File: config.mk
export PLATFORM = sky130hd
export DESIGN_NAME = mem_arbiter
export DESIGN_NICKNAME = d
export VERILOG_FILES = /design/src/rtl/mem_pkg.sv /design/src/rtl/mem_read_align.sv /design/src/rtl/mem_arbiter.sv
export SDC_FILE = /design/constraint.sdc
export NUM_CORES = 1
export LEC_CHECK = 0
export CORE_UTILIZATION = 47
export CTS_CLUSTER_DIAMETER = 120
export DETAILED_ROUTE_END_ITERATION = 12
export PLACE_DENSITY = 0.95
export RECOVER_POWER = 100
export SLEW_MARGIN = 20
export SYNTH_ARGS = -nofsm -noshare
export SYNTH_HDL_FRONTEND = slang
export SYNTH_SLANG_ARGS = --single-unit
File: constraint.sdc
create_clock -name clk -period 3.3 [get_ports clk]
set_input_delay 0.66 -clock clk [delete_from_list [all_inputs] [get_ports clk]]
set_output_delay 0.66 -clock clk [all_outputs]
set_load 0.02 [all_outputs]
File: src/rtl/mem_pkg.sv
// Shared definitions for the memory arbiter and its helpers: FSM encodings,
// grant identifiers and the RAM/flash address select bit.
package mem_pkg;

  typedef enum logic [2:0] {
    ST_IDLE    = 3'b001,
    ST_ISSUE   = 3'b010,
    ST_RESPOND = 3'b100
  } state_t;

  typedef enum logic {
    GRANT_IF = 1'b0,
    GRANT_LS = 1'b1
  } grant_t;

  localparam int RAM_SEL_BIT = 24;

  // The controller only understands 1, 2 or 4 bytes; anything else becomes a word.
  function automatic logic [2:0] norm_num_bytes(input logic [2:0] n);
    return (n == 3'd1 || n == 3'd2) ? n : 3'd4;
  endfunction

endpackage

File: src/rtl/mem_read_align.sv
// Right-aligns the valid bytes of a controller read word; the controller shifts
// bytes in from the top, so stale bits sit below the valid ones.
module mem_read_align
  import mem_pkg::*;
(
  input  logic [2:0]  i_num_bytes,
  input  logic [31:0] i_data,
  output logic [31:0] o_data
);

  always_comb begin
    o_data = i_data;
    case (i_num_bytes)
      3'd1:    o_data = {24'b0, i_data[31:24]};
      3'd2:    o_data = {16'b0, i_data[31:16]};
      default: o_data = i_data;
    endcase
  end

endmodule

File: src/rtl/mem_arbiter.sv
// Shares the SPI memory controller between instruction fetch and load/store,
// with round-robin grant in IDLE and a watchdog on stuck transactions.
module mem_arbiter
  import mem_pkg::*;
#(
  parameter int ADDR_W         = 25,
  parameter int TIMEOUT_CYCLES = 200,
  parameter int TMO_W          = 8
) (
  input  logic              clk,
  input  logic              rst_n,
  input  logic              if_req,
  input  logic [ADDR_W-1:0] if_addr,
  output logic [31:0]       if_rdata,
  output logic              if_done,
  input  logic              ls_req,
  input  logic [ADDR_W-1:0] ls_addr,
  input  logic              ls_is_write,
  input  logic [2:0]        ls_num_bytes,
  input  logic [31:0]       ls_wdata,
  output logic [31:0]       ls_rdata,
  output logic              ls_done,
  output logic              err,
  output logic [2:0]        mem_num_bytes,
  output logic [ADDR_W-1:0] mem_target_address,
  output logic              mem_is_write,
  output logic [31:0]       mem_write_value,
  output logic              mem_start_request,
  input  logic [31:0]       mem_fetched_value,
  input  logic              mem_request_done
);

  localparam logic [TMO_W-1:0] TMO_LAST = TMO_W'(TIMEOUT_CYCLES - 1);

  state_t              r_state;
  state_t              w_nextState;
  grant_t              r_lastGrant;
  grant_t              r_curGrant;
  grant_t              w_grant;
  logic [TMO_W-1:0]    r_tmo;
  logic [ADDR_W-1:0]   r_addr;
  logic [2:0]          r_numBytes;
  logic                r_isWrite;
  logic [31:0]         r_writeValue;
  logic [31:0]         r_ifRdata;
  logic [31:0]         r_lsRdata;
  logic                r_err;
  logic                w_anyReq;
  logic                w_timeout;
  logic                w_finish;
  logic [31:0]         w_aligned;
  logic [31:0]         w_result;

  assign w_anyReq  = if_req | ls_req;
  assign w_grant   = (ls_req && (!if_req || r_lastGrant == GRANT_IF)) ? GRANT_LS : GRANT_IF;
  assign w_timeout = (r_tmo >= TMO_LAST);
  assign w_finish  = (r_state == ST_ISSUE) && (mem_request_done || w_timeout);

  mem_read_align u_align (
    .i_num_bytes (r_numBytes),
    .i_data      (mem_fetched_value),
    .o_data      (w_aligned)
  );

  // A real completion wins over a coincident timeout; aborted or write transfers return zero.
  assign w_result = (mem_request_done && !r_isWrite) ? w_aligned : 32'h0;

  always_ff @(posedge clk or negedge rst_n) begin
    if (!rst_n) r_state <= ST_IDLE;
    else        r_state <= w_nextState;
  end

  always_comb begin
    w_nextState = r_state;
    case (r_state)
      ST_IDLE:    if (w_anyReq) w_nextState = ST_ISSUE;
      ST_ISSUE:   if (mem_request_done || w_timeout) w_nextState = ST_RESPOND;
      ST_RESPOND: w_nextState = ST_IDLE;
      default:    w_nextState = ST_IDLE;
    endcase
  end

  always_ff @(posedge clk or negedge rst_n) begin
    if (!rst_n) begin
      r_lastGrant  <= GRANT_LS;
      r_curGrant   <= GRANT_IF;
      r_tmo        <= '0;
      r_addr       <= '0;
      r_numBytes   <= '0;
      r_isWrite    <= 1'b0;
      r_writeValue <= '0;
      r_ifRdata    <= '0;
      r_lsRdata    <= '0;
      r_err        <= 1'b0;
    end else begin
      r_err <= 1'b0;
      if (r_state == ST_IDLE && w_anyReq) begin
        r_curGrant  <= w_grant;
        r_lastGrant <= w_grant;
        r_tmo       <= '0;
        if (w_grant == GRANT_LS) begin
          r_addr       <= ls_addr;
          r_numBytes   <= norm_num_bytes(ls_num_bytes);
          r_isWrite    <= ls_is_write;
          r_writeValue <= ls_wdata;
        end else begin
          r_addr       <= if_addr;
          r_numBytes   <= 3'd4;
          r_isWrite    <= 1'b0;
          r_writeValue <= '0;
        end
      end
      if (r_state == ST_ISSUE && r_tmo != '1) r_tmo <= r_tmo + TMO_W'(1);
      if (w_finish) begin
        r_err <= !mem_request_done;
        if (r_curGrant == GRANT_IF) r_ifRdata <= w_result;
        else                        r_lsRdata <= w_result;
      end
    end
  end

  assign mem_start_request  = (r_state == ST_ISSUE);
  assign mem_target_address = r_addr;
  assign mem_num_bytes      = r_numBytes;
  assign mem_is_write       = r_isWrite;
  assign mem_write_value    = r_writeValue;
  assign if_done            = (r_state == ST_RESPOND) && (r_curGrant == GRANT_IF);
  assign ls_done            = (r_state == ST_RESPOND) && (r_curGrant == GRANT_LS);
  assign if_rdata           = r_ifRdata;
  assign ls_rdata           = r_lsRdata;
  assign err                = r_err;

endmodule
Word level (Yosys, flattened, before mapping):

Index checks and enable logic that the tools add are counted.

* input port bits: 123
* word-level logic and storage cells: 57
* output and inout port bits: 129
* bits in registers: 139

* eq/ne operators: 10
* bitwise operators: 3
* multiplexer cells: 14
* add/sub/neg operators: 1
* magnitude comparators: 1
* reductions and logical operators: 17

Operator list (count)
* two-way mux 32 bit: 2
* one-hot mux 32 bit (2 select lines): 1
* two-way mux 25 bit: 1
* two-way mux 8 bit: 2
* two-way mux 3 bit: 4
* equality test 3 x 1 -> 1 bit (second input constant): 3
* equality test 3 x 2 -> 1 bit (second input constant): 3
* adder 8 x 1 -> 8 bit (second input constant): 1
* >= comparator 8 bit (second input constant): 1
* inequality test 8 bit (second input constant): 1
* logical AND 1 bit: 7
* one-hot mux 3 bit (2 select lines): 1
* AND reduction 2 bit: 3
* equality test 3 bit (second input constant): 1
* zero test 1 bit: 3
* logical OR 1 bit: 3
* two-way mux 1 bit: 3
* inequality test 2 x 1 -> 1 bit (second input constant): 1
* inequality test 2 bit (second input constant): 1
* inverter 1 bit: 2
* nonzero test 2 bit: 1
* bitwise OR 1 bit: 1

Longest topological paths before layout:

* depth after elaboration: 5
* mapped depth: 7
* depth with buffers taken out: 5

Modules after synthesis:

From an unflattened synthesis, not the netlist that was laid out.

* cell total of the unflattened synthesis: 623
* area total of the unflattened synthesis: 6595.1 µm²

By module, submodules not included
* mem_arbiter: cells each 512, area an instance 5880.6 µm², times used 1
* mem_read_align: cells each 111, area an instance 714.4 µm², times used 1

Worst setup path after synthesis:

No wires, ideal clock.

* path type: flip-flop to output port
* from: register r_curGrant
* to: output port if_done
* cell stages (with the launch flop): 2
* required time: 2.640 ns
* arrival: 1.216 ns
* path buffers: 0
* slack: 1.424 ns
* path through: dfrtp_1 nor4b_1

* word-level cells in the longest chain between the ends: 2

RTL lines
* start, declared: RTL line mem_arbiter.sv:38 `grant_t r_curGrant;`
* start signal, assigned: RTL line mem_arbiter.sv:98 `r_curGrant <= w_grant;`
* inverter 1 bit (no source line)
* logical AND 1 bit: RTL line mem_arbiter.sv:127 `assign if_done = (r_state == ST_RESPOND) && (r_curGrant == GRANT_IF);`
* end, declared: RTL line mem_arbiter.sv:15 `output logic if_done,`

Every way passes these cells.

Worst setup path in the final report:

* from: register r_state[2]
* to: output port mem_start_request

* word-level cells in the longest chain between the ends: 1

RTL lines
* start, declared: RTL line mem_arbiter.sv:35 `state_t r_state;`
* start signal, assigned: RTL line mem_arbiter.sv:70 `else r_state <= w_nextState;`
* equality test 3 x 2 -> 1 bit: RTL line mem_arbiter.sv:122 `assign mem_start_request = (r_state == ST_ISSUE);`
* end, declared: RTL line mem_arbiter.sv:28 `output logic mem_start_request,`

Every way passes these cells.

==> impl_metrics.py <==
metrics = {
    "synth": {
        "avgSynthCellArea_um2": 11.0,
        "synth.area.top_cells": "dfrtp_1 (56%), nand2_1 (6.7%), a22o_1 (4.8%), mux2i_1 (4.7%), o21ai_2 (4.1%)",
        "synth_cells": 560,
        "synth_nets": 684,
        "yosys.area_share.simple": 0.112,
        "ys_async_sr_fraction": 1.00,
        "ys_top_cells_by_count": "dfrtp_1 (137), nand2_1 (110), a22o_1 (34), o21ai_1 (34), o21ai_0 (31)",
        "ys_seq_elements": 139,
        "synthXorXnorAreaFrac": 0.00426,
        "yosysMostFrequentCell": "dfrtp_1",
        "synth-main-ff-cell": "dfrtp_1",
        "synth_mux_area_frac": 0.0470,
        "yosysTopAreaCellShare": 0.555,
        "synth_top_family_by_area": "compound AO/OA/AOI/OAI gates",
        "synth_cell_types": 47,
        "synth_compound_area_frac": 0.221,
        "synthAdderAreaFrac": 0.00203,
        "synth.cell_area_um2": 6170,
        "ys_seq_area_frac": 0.564,
        "synth_area_leader_cell": "dfrtp_1",
        "yosysWarnings": 0,
        "synth_edf_count": 0,
    },
    "sta": {
        "drv_slew": 73,
        "fmax_ghz": 0.366,
        "tightest_slew_ps": 1800,
        "rsz0062_at_grt": "false",
        "hold_viol_final": 0,
        "setup_viol": 0,
        "tns_ps": 0,
        "clock_skew_ps": 14.7,
        "fin_crit_ps": 2730,
        "finalCritPeriodShare": 0.829,
        "slew_headroom": -0.201,
    },
    "clock_network": {
        "cts_buffers": 17,
        "cts-hold-fix-buffers": 0,
        "cts_tree": "yes",
        "ctsResizeCount": 0,
        "cts_sinks": 139,
        "clk_pin_slew_ps": 50,
        "clockRootBuffer": "clkbuf_16",
        "postCtsSetupBuffers": 0,
        "cts-htree-levels": 4,
        "cts_buffer_depth": 2,
        "clock_latency_ps": 430,
    },
    "drt": {
        "drtIter0Drc": 467,
        "vias_per_cell": 5.46,
        "first_pass_iters": 5,
        "finalWirelength_um": 18200,
        "post_drt_wl_per_cell_um": 18.5,
        "route.detailed.drc": 0,
        "ant_nets": 0,
        "vias": 5370,
    },
    "finish": {
        "diodes": 0,
        "area_growth_pct": 49.9,
        "multiInputGateArea_um2": 2270,
        "drive_gt1_frac": 0.0677,
        "fill_cells": 901,
        "nets": 925,
        "fin_cells": 984,
        "regArea_um2": 3480,
    },
    "die": {
        "fp.coreArea_um2": 12700,
        "die_h_um": 117,
        "rows": 41,
        "dieWidth_um": 117,
        "num_io_pins": 252,
        "initial_core_util": 0.485,
        "die-area_um2": 13600,
    },
    "critical_path": {
        "critPathMaxFanout": 7,
        "startpoint_type": "flip-flop",
        "worstSetupPathType": "reg -> out",
        "cp.arrival_ps": 2070,
        "cp.required_ps": 2640,
        "worstSetupEndpointType": "output port",
    },
    "outcome": {
        "violations": "capacitance limit, slew limit",
        "status": "finished with violations",
    },
    "power_and_ir_drop": {
        "clock_power_share": 0.246,
        "combPwrFrac": 0.415,
        "power_frac_seq": 0.339,
        "p_per_area_nw_per_um2": 892,
        "p_int_mw": 5.16,
        "peakVddDrop_mv": 0.540,
        "p_sw_frac": 0.375,
        "switching_power_mw": 3.10,
        "power_mw": 8.26,
        "p_leak_nw": 4.27,
    },
    "placement": {
        "dp.cells": 954,
        "hpwl_um": 13000,
        "numPortBuffers": 251,
        "routabilityCongestion": 0.763,
    },
    "grt": {
        "grt_pass1_vias": 5243,
        "grt_pass1_wl_um": 27500,
        "grt_max_degree": 73,
        "antenna_found_initial": 0,
        "grt_overflow_total": 0,
        "track_usage": 0.276,
    },
    "hold_path": {
        "hp-class": "reg -> reg",
    },
    "flow_run": {
        "drv_cap": 1,
    },
}
-- routing by layer --
metal | part of all wire | global-route usage | wire length (µm)
met4 | 0.028 | 0.121 | 517
met5 | 0 | 0 | 0
met1 | 0.37 | 0.308 | 6740
met2 | 0.52 | 0.479 | 9390
met3 | 0.086 | 0.0939 | 1570
-- worst max-delay path: stages, from the launching register on --
cell,delay [ps]
dfrtp_1,410
or3b_4,470
clkinv_8,90
dlygate4sd3_1,680
-- flip-flops by register name (all words and copies together), names as in the netlist --
signal,flops
r_tmo,8
r_state,3
r_lastGrant,1
mem_num_bytes,3
if_rdata,32
mem_write_value,32
ls_rdata,32
err,1
mem_target_address,25
mem_is_write,1
r_curGrant,1
-- logic make-up after synthesis --
| group | count (synthesis) |
|---|---|
| flip-flops | 139 |
| AND/OR/NAND/NOR | 160 |
| buffers and inverters | 49 |
| multiplexers | 29 |
| XOR/XNOR | 3 |
| adder cells (fa/ha/maj) | 1 |
| AO/OA/AOI/OAI | 179 |
-- area by class of cell --
cell class,count,area share
Clock buffer,20,0.0504
Clock inverter,10,0.0180
Inverter,7,0.00419
Multi-Input combinational cell,372,0.245
Sequential cell,139,0.376
Tap cell,172,0.0233
Timing Repair Buffer,264,0.283
-- through the flow --
stage                      util  setup WS (ps)  cell area, µm²  hold WS, ps
after global routing      0.727            303            9260          496
after CTS                 0.739            624            9410          268
after floorplan               -           1420            6170          364
after detailed placement  0.690            807            8770          467
after global placement    0.690            876            8770          461
final                     0.727            566            9260          468
-- power groups by stage --
stage | Sequential (mW) | Combinational [mW] | Clock (mW)
final | 2.80 | 3.42 | 2.04
after global routing | 2.88 | 3.70 | 2.14
after CTS | 2.83 | 3.82 | 2.05
after detailed placement | 2.84 | 3.79 | 0
after global placement | 2.81 | 3.69 | 0
after floorplan | 3.52 | 1.27 | 0
-- cells in the final DEF (no fill, tap or decap), types with 4 or more instances in the layout --
cell type | Yosys | routed
nand2_1 | 110 | 110
clkbuf_16 | 0 | 17
dlygate4sd3_1 | 0 | 130
inv_1 | 5 | 5
dfrtp_1 | 137 | 137
nand3_1 | 7 | 7
bufinv_16 | 0 | 4
a22o_1 | 34 | 34
o221ai_1 | 8 | 8
mux2i_1 | 29 | 29
a211oi_1 | 8 | 8
clkinvlp_4 | 0 | 5
nor2_1 | 19 | 19
buf_4 | 1 | 7
o311a_1 | 8 | 8
o21ai_0 | 31 | 92
clkdlybuf4s50_1 | 0 | 120
a22oi_1 | 9 | 9
a21o_1 | 4 | 4
nand2b_1 | 10 | 10
-- path summary, 6_finish.rpt --
kind                                         from                endpoint  slack (ps)  depth (start not counted)
max                                    r_state[2]       mem_start_request         570                          3
min                        mem_target_address[18]  mem_target_address[18]         470                          2
max reg2reg                      mem_num_bytes[2]            if_rdata[11]         940                          5
min reg2reg                mem_target_address[18]  mem_target_address[18]         470                          2
max in group asynchronous                   rst_n     mem_write_value[12]         780                          2
min in group asynchronous                   rst_n            if_rdata[21]         730                          1
Note: power is estimated with default switching activity, not from simulation.
==> edit (same flow settings) <==
Re-encode `state_t` (3 states) as binary, 2 bits wide.
--- a/src/rtl/mem_pkg.sv
+++ b/src/rtl/mem_pkg.sv
@@ -3,8 +3,8 @@
 package mem_pkg;
 
-  typedef enum logic [2:0] {
-    ST_IDLE    = 3'b001,
-    ST_ISSUE   = 3'b010,
-    ST_RESPOND = 3'b100
+  typedef enum logic [1:0] {
+    ST_IDLE    = 2'd0,
+    ST_ISSUE   = 2'd1,
+    ST_RESPOND = 2'd2
   } state_t;
 
Check against the original RTL: no difference found for any inputs over 4 cycles, from zero or initial values and one cycle with rst_n low; so few cycles prove little.
==> edit against the unedited design <==
The run still ends with max-capacitance violations, max-slew violations left. Maximum frequency is 5.0% lower. Setup slack worse by 0.14 ns. Power up 9.0%. Critical path type unchanged. Largest power group unchanged. Combinational power grew 9.4%. Wire length up 6.0%. Non-clock buffer count decreased by 3. Area after synthesis shrank 3.6%. Design area is essentially flat. Cell count up 0.20%. Sequential cell count shrank 1.
==> edit: results (changes against the unedited design) <==
- Sequential fraction of the synthesis area: 58.03% (+1.6 points)
- Worst slack, placed: 0.6899 ns (-0.1174 ns)
- Ratio of cells with drive above 1 in the final layout: 5.868% (-0.91 points)
- Placer congestion estimate: 0.8534 (+12%)
- Leading register cell type out of synthesis: sky130_fd_sc_hd__dfrtp_1
- Initial DRT Pass Iterations: 5 (unchanged)
- Final slew viol count: 68 (-6.8%)
- Fraction of synthesis flops using an asynchronous set or reset pin: 100.0% (unchanged)
- Clock root buffer: sky130_fd_sc_hd__clkbuf_16
- Number of nets at the end of the flow: 929 (+0.43%)
- EDFF count, synth: 0 (unchanged)
- CTS Buf Count: 17 (unchanged)
- Average detailed-routed wire length per instance: 19.58 µm (+5.8%)
- Max_slew headroom: -9.214% (+11 points)
- Routed via count: 5568 (+3.7%)
- Iteration-0 DRC Markers: 590 (+26%)
- Clock insertion delay at the later pin of the skew report: 0.41 ns (-0.02 ns)
- PostCTS Resize Cnt: 0 (unchanged)
- Warnings, synthesis: 0 (unchanged)
- Detailed placement HPWL: 14.32 mm (+9.9%)
- Outcome: finished, violations left
- Static leakage: 0.004228 µW (-1.1%)
- Count of buffers inserted at the top-level ports: 251 (unchanged)
- Antenna diodes: 0 (unchanged)
- Initial antenna violation count: 0 (unchanged)
- Worst path arrival time: 2.22 ns (+0.15 ns)
- Synthesized netlist net count: 690 (+0.88%)
- Number of unique standard cell types used by synthesis: 47 (unchanged)
- Setup Skew: 0.009139 ns (-0.005606 ns)
- Largest cells by area after synthesis: sky130_fd_sc_hd__dfrtp_1 58%, sky130_fd_sc_hd__nand2_1 7.0%, sky130_fd_sc_hd__o21ai_0 6.7%, sky130_fd_sc_hd__a22o_1 5.0%, sky130_fd_sc_hd__mux2i_1 4.4%
- CTS H-Tree Depth: 4 (unchanged)
- Largest fanout on the critical path: 10 (+3)
- Failing checks: max-capacitance violations, max-slew violations
- Clock-pin slew on the worst setup and hold paths: approximately 0.06 ns
- Commonest cells post-synth: 137 x sky130_fd_sc_hd__dfrtp_1, 111 x sky130_fd_sc_hd__nand2_1, 80 x sky130_fd_sc_hd__o21ai_0
- Type of the worst min-delay path: reg -> reg
- Largest net degree at the start of global routing: 73 (unchanged)
- Reported max-cap violation count: 1 (unchanged)
- Placement Cell Area: 8610 µm² (-1.9%)
- Maximum count of clock buffers along a single path: 2 (unchanged)
- First-pass GRT wire length: 29.83 mm (+8.3%)
- Number of buffers inserted to repair setup after CTS: 0 (unchanged)
- GR Util All Layers: 30.43% (+2.9 points)
- Number of global-route vias before repair: 5667 (+8.1%)
- Worst-case vdd ir drop: 0.4597 mV (-15%)
-- edit: cell types whose count changed after synthesis, sizes merged, moves of 3 or more --
cell,delta
mux2i,-3
nor2,+6
buf,-4
clkbuf,+3
nor3,+3
-- edit: area by class of cell --
type,count,area (µm²)
tap,168,210.2
clock inverter,10,235.2
timing repair buffer,261,2569
multi-input combinational,379,2266
inverter,8,30.03
fill,775,2913
clock buffer,22,484.2
sequential,138,3455
-- edit: per-stage QoR --
| stage | util (%) | cells | hold slack [ns] | total power, µW |
|---|---|---|---|---|
| after floorplan | - | 566 | 0.3644 | 4935 |
| after global placement | 70.79 | 954 | 0.4607 | 6875 |
| after detailed placement | 70.79 | 954 | 0.4730 | 7038 |
| after CTS | 76.71 | 986 | 0.2550 | 9358 |
| after global routing | 76.05 | 986 | 0.5009 | 9458 |
| final | 76.05 | 986 | 0.4744 | 9005 |
-- edit: path summary, 6_finish.rpt --
| path | start | endpoint | slack [ns] | cells past startpoint |
|---|---|---|---|---|
| max | r_state[1] | mem_start_request | 0.42 | 3 |
| min | mem_target_address[18] | mem_target_address[18] | 0.47 | 2 |
| max reg2reg | r_state[1] | if_rdata[8] | 0.68 | 5 |
| min reg2reg | mem_target_address[18] | mem_target_address[18] | 0.47 | 2 |
| max in group asynchronous | rst_n | mem_write_value[27] | 0.75 | 2 |
| min in group asynchronous | rst_n | ls_rdata[22] | 0.67 | 1 |
-- edit: logic make-up after synthesis --
group | share of synthesized area [%]
buf+inv | 3.909
xor+xnor | 0.4414
mux | 4.750
compound gates | 20.77
flops | 58.03
fa+ha+maj | 0.2101
simple gates | 11.90
-- edit: critical path, stage by stage (launching register included) --
cell,delay [ns]
sky130_fd_sc_hd__dfrtp_1,0.37
sky130_fd_sc_hd__nand2b_1,0.34
sky130_fd_sc_hd__clkinv_1,0.35
sky130_fd_sc_hd__dlygate4sd3_1,0.75
-- edit: per-layer routing --
layer | track usage, % | routed length (µm) | vias to the layer above
met5 | 0 | 0 | -
met3 | 7.041 | 1552 | 51
li1 | - | - | 2499
met2 | 53.86 | 10020 | 357
met1 | 34.64 | 6992 | 2661
met4 | 14.81 | 739 | 0
-- edit: report_power, final --
group          internal [µW]  switching (µW)  total, µW
clock network           1580             726       2310
logic                   1570            2170       3740
registers               2430             527       2960
